File: src/rtl/floor_request_encoder.sv
// Single-car elevator controller. It latches floor calls, chooses a travel
// direction, steps the car one floor per TRAVEL_TICKS tick pulses and holds
// the door open for DOOR_TICKS tick pulses. The current floor is exported as
// a 3-bit code (a2 a1 a0) for the seven-segment decoder.
module floor_request_encoder #(
    parameter int TRAVEL_TICKS = 8,
    parameter int DOOR_TICKS   = 5
) (
    input  logic       clk,
    input  logic       rst_n,
    input  logic       tick,
    input  logic [7:0] req,
    output logic       a2,
    output logic       a1,
    output logic       a0,
    output logic [7:0] pending,
    output logic       moving_up,
    output logic       moving_down,
    output logic       door_open
);

    localparam int TW = $clog2(TRAVEL_TICKS + 1);
    localparam int DW = $clog2(DOOR_TICKS + 1);
    localparam logic [TW-1:0] TRAVEL_LAST = TW'(TRAVEL_TICKS - 1);
    localparam logic [DW-1:0] DOOR_LAST   = DW'(DOOR_TICKS - 1);

    typedef enum logic [1:0] {
        ST_IDLE = 2'd0,
        ST_UP   = 2'd1,
        ST_DOWN = 2'd2,
        ST_DOOR = 2'd3
    } state_t;

    // Any call strictly above floor f.
    function automatic logic above_of(input logic [7:0] pr, input logic [2:0] f);
        logic [7:0] mask;
        mask = ~((8'h02 << f) - 8'h01);
        return |(pr & mask);
    endfunction

    // Any call strictly below floor f.
    function automatic logic below_of(input logic [7:0] pr, input logic [2:0] f);
        logic [7:0] mask;
        mask = (8'h01 << f) - 8'h01;
        return |(pr & mask);
    endfunction

    // Selection rule: serve here, else keep last direction, else reverse, else idle.
    function automatic state_t select_next(input logic here, input logic above,
                                           input logic below, input logic dir_up);
        state_t nxt;
        if (here) begin
            nxt = ST_DOOR;
        end else if (dir_up && above) begin
            nxt = ST_UP;
        end else if (!dir_up && below) begin
            nxt = ST_DOWN;
        end else if (above) begin
            nxt = ST_UP;
        end else if (below) begin
            nxt = ST_DOWN;
        end else begin
            nxt = ST_IDLE;
        end
        return nxt;
    endfunction

    state_t          state_q,    state_d;
    logic [2:0]      floor_q,    floor_d;
    logic [7:0]      pending_q,  pending_d;
    logic            last_dir_q, last_dir_d;   // 1 = up
    logic [TW-1:0]   travel_q,   travel_d;
    logic [DW-1:0]   door_q,     door_d;
    logic            up_q,       up_d;
    logic            down_q,     down_d;
    logic            dopen_q,    dopen_d;

    logic [7:0]      pr_s;
    logic            enter_s;
    state_t          sel_s;

    // Next-state, floor, counter and pending computation.
    always_comb begin
        state_d    = state_q;
        floor_d    = floor_q;
        travel_d   = travel_q;
        door_d     = door_q;
        last_dir_d = last_dir_q;
        enter_s    = 1'b0;
        sel_s      = ST_IDLE;
        pr_s       = pending_q | req;

        case (state_q)
            ST_IDLE: begin
                sel_s = select_next(pr_s[floor_q], above_of(pr_s, floor_q),
                                    below_of(pr_s, floor_q), last_dir_q);
                // Opening the door needs no tick; starting to move waits for one.
                if (sel_s == ST_DOOR) begin
                    state_d = ST_DOOR;
                    enter_s = 1'b1;
                end else if (tick && (sel_s != ST_IDLE)) begin
                    state_d = sel_s;
                    enter_s = 1'b1;
                end else begin
                    state_d = ST_IDLE;
                end
            end
            ST_UP, ST_DOWN: begin
                if (tick) begin
                    if (travel_q == TRAVEL_LAST) begin
                        floor_d  = (state_q == ST_UP) ? (floor_q + 3'd1) : (floor_q - 3'd1);
                        travel_d = {TW{1'b0}};
                        // Arrival decision uses the floor just reached.
                        if (pr_s[floor_d]) begin
                            state_d = ST_DOOR;
                            enter_s = 1'b1;
                        end else if ((state_q == ST_UP) ? above_of(pr_s, floor_d)
                                                        : below_of(pr_s, floor_d)) begin
                            state_d = state_q;
                        end else begin
                            sel_s   = select_next(1'b0, above_of(pr_s, floor_d),
                                                  below_of(pr_s, floor_d), last_dir_q);
                            state_d = sel_s;
                            enter_s = (sel_s != ST_IDLE);
                        end
                    end else begin
                        travel_d = travel_q + {{(TW-1){1'b0}}, 1'b1};
                    end
                end else begin
                    travel_d = travel_q;
                end
            end
            ST_DOOR: begin
                if (pr_s[floor_q]) begin
                    // Call at this floor while open: hold the door, drop the call.
                    state_d = ST_DOOR;
                    enter_s = 1'b1;
                end else if (tick) begin
                    if (door_q == DOOR_LAST) begin
                        sel_s   = select_next(1'b0, above_of(pr_s, floor_q),
                                              below_of(pr_s, floor_q), last_dir_q);
                        state_d = sel_s;
                        enter_s = (sel_s != ST_IDLE);
                    end else begin
                        door_d = door_q + {{(DW-1){1'b0}}, 1'b1};
                    end
                end else begin
                    door_d = door_q;
                end
            end
            default: begin
                state_d = ST_IDLE;
            end
        endcase

        // State-entry side effects.
        if (enter_s) begin
            case (state_d)
                ST_UP: begin
                    last_dir_d = 1'b1;
                    travel_d   = {TW{1'b0}};
                end
                ST_DOWN: begin
                    last_dir_d = 1'b0;
                    travel_d   = {TW{1'b0}};
                end
                ST_DOOR: begin
                    door_d = {DW{1'b0}};
                end
                default: begin
                    door_d = door_q;
                end
            endcase
        end else begin
            last_dir_d = last_dir_d;
        end

        // Entering DOOR services the floor: clear its call and drop a same-edge press.
        if (enter_s && (state_d == ST_DOOR)) begin
            pending_d = pr_s & ~(8'h01 << floor_d);
        end else begin
            pending_d = pr_s;
        end

        up_d    = (state_d == ST_UP);
        down_d  = (state_d == ST_DOWN);
        dopen_d = (state_d == ST_DOOR);
    end

    // Controller state registers with asynchronous reset.
    always_ff @(posedge clk or negedge rst_n) begin
        if (!rst_n) begin
            state_q    <= ST_IDLE;
            floor_q    <= 3'd0;
            pending_q  <= 8'h00;
            last_dir_q <= 1'b1;
            travel_q   <= {TW{1'b0}};
            door_q     <= {DW{1'b0}};
            up_q       <= 1'b0;
            down_q     <= 1'b0;
            dopen_q    <= 1'b0;
        end else begin
            state_q    <= state_d;
            floor_q    <= floor_d;
            pending_q  <= pending_d;
            last_dir_q <= last_dir_d;
            travel_q   <= travel_d;
            door_q     <= door_d;
            up_q       <= up_d;
            down_q     <= down_d;
            dopen_q    <= dopen_d;
        end
    end

    assign a2          = floor_q[2];
    assign a1          = floor_q[1];
    assign a0          = floor_q[0];
    assign pending     = pending_q;
    assign moving_up   = up_q;
    assign moving_down = down_q;
    assign door_open   = dopen_q;

endmodule

File: config.mk
export PLATFORM = sky130hd
export DESIGN_NAME = floor_request_encoder
export DESIGN_NICKNAME = d
export VERILOG_FILES = /design/src/rtl/floor_request_encoder.sv
export SDC_FILE = /design/constraint.sdc
export NUM_CORES = 1
export LEC_CHECK = 0
export CAP_MARGIN = 20
export CORE_UTILIZATION = 46
export CTS_CLUSTER_DIAMETER = 40
export DETAILED_ROUTE_END_ITERATION = 10
export PLACE_DENSITY_LB_ADDON = 0.15
export SETUP_SLACK_MARGIN = 0.02
export SLEW_MARGIN = 20
export SYNTH_ARGS = -nofsm -noshare
export SYNTH_HDL_FRONTEND = slang
export SYNTH_SLANG_ARGS = --single-unit
File: constraint.sdc
create_clock -name clk -period 4.45 [get_ports clk]
set_input_delay 0.89 -clock clk [delete_from_list [all_inputs] [get_ports clk]]
set_output_delay 0.89 -clock clk [all_outputs]
set_load 0.02 [all_outputs]
==> impl_metrics.csv <==
group,metric,value,unit
setup_path,cp.arrival,4.44,ns
setup_path,timing.critical_path.cells,"inv_2, ha_4, inv_2, ha_4, inv_1, ha_4, buf_4, or2_2, o221a_2, o22a_1, nor4_4, buf_4, o311a_4, nor2_1, a311o_1, o21a_1, ha_1, a31o_2, a21o_1, a21boi_1",
yosys,synth-compound-area-share,0.268,
cts,cts_buffers,3,
cts,cts_tree,"built",
timing,period_share,0.960,
yosys,ys.flop_type,"dfrtp_1",
timing,fmax,0.234,GHz
power,power_frac_clock,0.074,
power,intPower,1.37,mW
yosys,yosysTopAreaCell,"dfrtp_1",
timing,hold-worst-slack,0.519,ns
die,io_pins,25,
job,max_cap_viol_count,0,
cts,cts_sinks,24,
outcome,outcome,"complete, no violations",
drt,routed_wl,6450,um
power,combPwrFrac,0.800,
cts,clkSlewWorstSetupHoldPaths,0.09,ns
die,fp-row-count,25,
setup_path,critPathSlowestCell,"dfrtp_1",
setup_path,cp-start-kind,"register",
yosys,async_flop_share,1.00,
setup_path,crit_buf_inv,5,
cts,root_buffer,"clkbuf_8",
die,start_util,0.481,
yosys,synth_edf_count,0,
yosys,syn-cell-area,2300,um2
grt,grt_max_degree,25,
layout,syn_to_final_growth,31.3,%
yosys,synthXorXnorAreaFrac,0.0407,
yosys,ys.warnings.count,0,
yosys,synth_area_leaders,"dfrtp_1 25%, ha_1 8.7%, nor2_1 4.6%, a21oi_1 3.9%, o21ai_0 3.7%",
setup_path,path_common_cell,"ha_4",
placement,gp_congestion,0.920,
cts,clk_latency,0.27,ns
setup_path,setup.worst_path.class,"reg2reg",
power,leakage,1.25,nW
yosys,ys_seq_elements,24,
yosys,yosys.area_share.adder,0.0956,
die,coreArea,4790,um2
drt,vias_per_cell,5.82,
drt,drc,0,
layout,final_area,3030,um2
timing,finClkSkew,0.00907,ns
hold_path,hold_class,"reg2reg",
die,die_y,72.8,um
drt,antenna_left,0,
drt,firstDrtPassIters,4,
layout,fin_nets,340,
power,ir_worst_vdd,0.401,mV
die,die-width,72.8,um
timing,worst_pin_slew,0.577,ns
placement,port_buffers,24,
yosys,synth_cells,261,
yosys,synth_nets,289,
timing,min_period,4.27,ns
grt,grt_util_all_layers,0.249,
drt,drtIter0Drc,91,
yosys,synth_top_family_by_area,"compound AO/OA/AOI/OAI gates",
setup_path,critPathTopFamily,"compound AO/OA/AOI/OAI gates",
setup_path,critPathMaxFanout,6,
timing,drv_slew,0,
grt,antenna_found_initial,0,
layout,drive_above_1_share,0.260,
cts,cts_max_level,1,
setup_path,cp.required,4.61,ns
timing,hold_violations,0,
timing,finalSetupViolations,0,
timing,layout_setup_ws,0.176,ns
yosys,synth_mux_area_frac,0.0760,
placement,dp.final_hpwl,4620,um
yosys,syn_area_per_cell,8.83,um2
yosys,synth_cell_types,68,
yosys,yosys.area_share.simple,0.197,
layout,mostFrequentLayoutCells,"36 x buf_4, 28 x nor2_1, 24 x clkdlybuf4s50_1",
placement,place_ws,-0.0605,ns
layout,n_antenna_cell,0,
power,p_switching,1.26,mW
grt,grt_first_pass_wirelength,10100,um
die,die_area,5290,um2
grt,gr-total-overflow,0,
setup_path,cp-end-kind,"register",
timing,slew_headroom,0.611,
yosys,yosysTopAreaCellShare,0.250,
drt,via_count,2199,
drt,routedWlPerCell,17.1,um
yosys,synth-seq-area-share,0.261,
power,pwr_density_cell,868,nW/um2
placement,dpl_cell_area,2800,um2
grt,grt_pass1_vias,2035,
power,p_sw_frac,0.478,
cts,cts_buffer_depth,2,
setup_path,max_stage_delay,0.43,ns
power,pwr-share-seq,0.126,
layout,final_common_cell,"buf_4",
power by group through the flow:
stage	registers [mW]	logic [mW]	clock network [mW]
global placement	0.327	1.83	0
finish	0.331	2.10	0.195
CTS	0.327	1.87	0.204
floorplan	0.360	1.35	0
global route	0.338	2.28	0.209
detailed placement	0.329	1.85	0
stage by stage:
step	instances	total power [mW]	util	setup TNS, ns
6_report	378	2.63	0.632	0
5_1_grt	378	2.83	0.632	-0.0115
4_1_cts	370	2.40	0.602	0
3_5_place_dp	366	2.18	0.585	-0.0825
3_3_place_gp	366	2.16	0.585	0
2_1_floorplan	261	1.71	-	0
synthesized netlist by cell type (2+ instances only):
library cell and number:
mux2i_1 7, xnor2_1 5, o211ai_1 5, mux4_2 3, nor3b_1 2, nor3_1 4, buf_2 6, buf_6 3
nand2_1 19, nor4b_1 3, nand3_1 7, o311ai_0 2, o21ai_0 17, a31oi_1 8, nor2b_1 8, o31ai_1 2
or2_2 2, xor2_1 3, a211oi_1 4, o22ai_1 2, ha_1 16, a21boi_0 2, o221ai_1 2, clkbuf_1 2
dfrtp_1 23, nor2_1 28, a21o_1 5, a21oi_1 18, inv_1 14
routing by layer:
layer / global-route usage / up-vias / share of wire
met4: 0.0392 / 0 / 0.012
met3: 0.0331 / 6 / 0.039
li1: - / 1065 / -
met5: 0 / - / 0
met2: 0.377 / 48 / 0.46
met1: 0.383 / 1080 / 0.48
worst reg2reg max path, cell delays in order, from the launching register on:
cell      delay (ns)
dfrtp_1         0.43
inv_2           0.12
ha_4            0.19
inv_2           0.07
ha_4            0.27
inv_1           0.07
ha_4            0.19
buf_4           0.15
or2_2           0.30
o221a_2         0.26
o22a_1          0.21
nor4_4          0.27
buf_4           0.17
o311a_4         0.19
nor2_1          0.05
a311o_1         0.31
o21a_1          0.12
ha_1            0.30
a31o_2          0.21
a21o_1          0.16
a21boi_1        0.12
sequential cells by signal, summed over array words and instances, names as in the netlist:
| name | flops |
|---|---|
| moving_down | 1 |
| door_q | 3 |
| last_dir_q | 1 |
| state_q | 2 |
| travel_q | 4 |
| moving_up | 1 |
| floor_q | 3 |
| door_open | 1 |
| pending | 8 |
kinds of logic (layout without fill, tap and decap cells):
family                     count (synthesis)  count (layout)
and+or+nand+nor                           86              86
DFF                                       24              24
AOI/OAI and AO/OA                         85              85
adders and majority gates                 17              17
buffers and inverters                     28              78
muxes                                     12              12
xor gates and xnor gates                   9               9
final timing paths:
kind	start	end	slack, ns	cells after the start
max	state_q[1]	travel_q[3]	0.18	20
min	last_dir_q	last_dir_q	0.52	2
max reg2reg	state_q[1]	travel_q[3]	0.18	20
min reg2reg	last_dir_q	last_dir_q	0.52	2
max in group asynchronous	rst_n	last_dir_q	3.19	2
min in group asynchronous	rst_n	state_q[0]	0.96	2
what timing repair did:
item / CTS / global route
resized for setup: 2 / 14
hold buffers: 0 / 0
pin swaps: 1 / 9
endpoints found under the hold margin: 0 / 0
setup buffers: 0 / 8
cloned: 0 / 0
setup endpoints to repair: 12 / 15
area by class of cell:
class                           instances  area (um2)
Clock buffer                            3        41.3
Clock inverter                          1        30.0
Fill cell                             417        1760
Inverter                               14        56.3
Multi-Input combinational cell        209        1700
Sequential cell                        24         604
Tap cell                               67        83.8
Timing Repair Buffer                   60         510
Power figures use the tool's default switching activity.
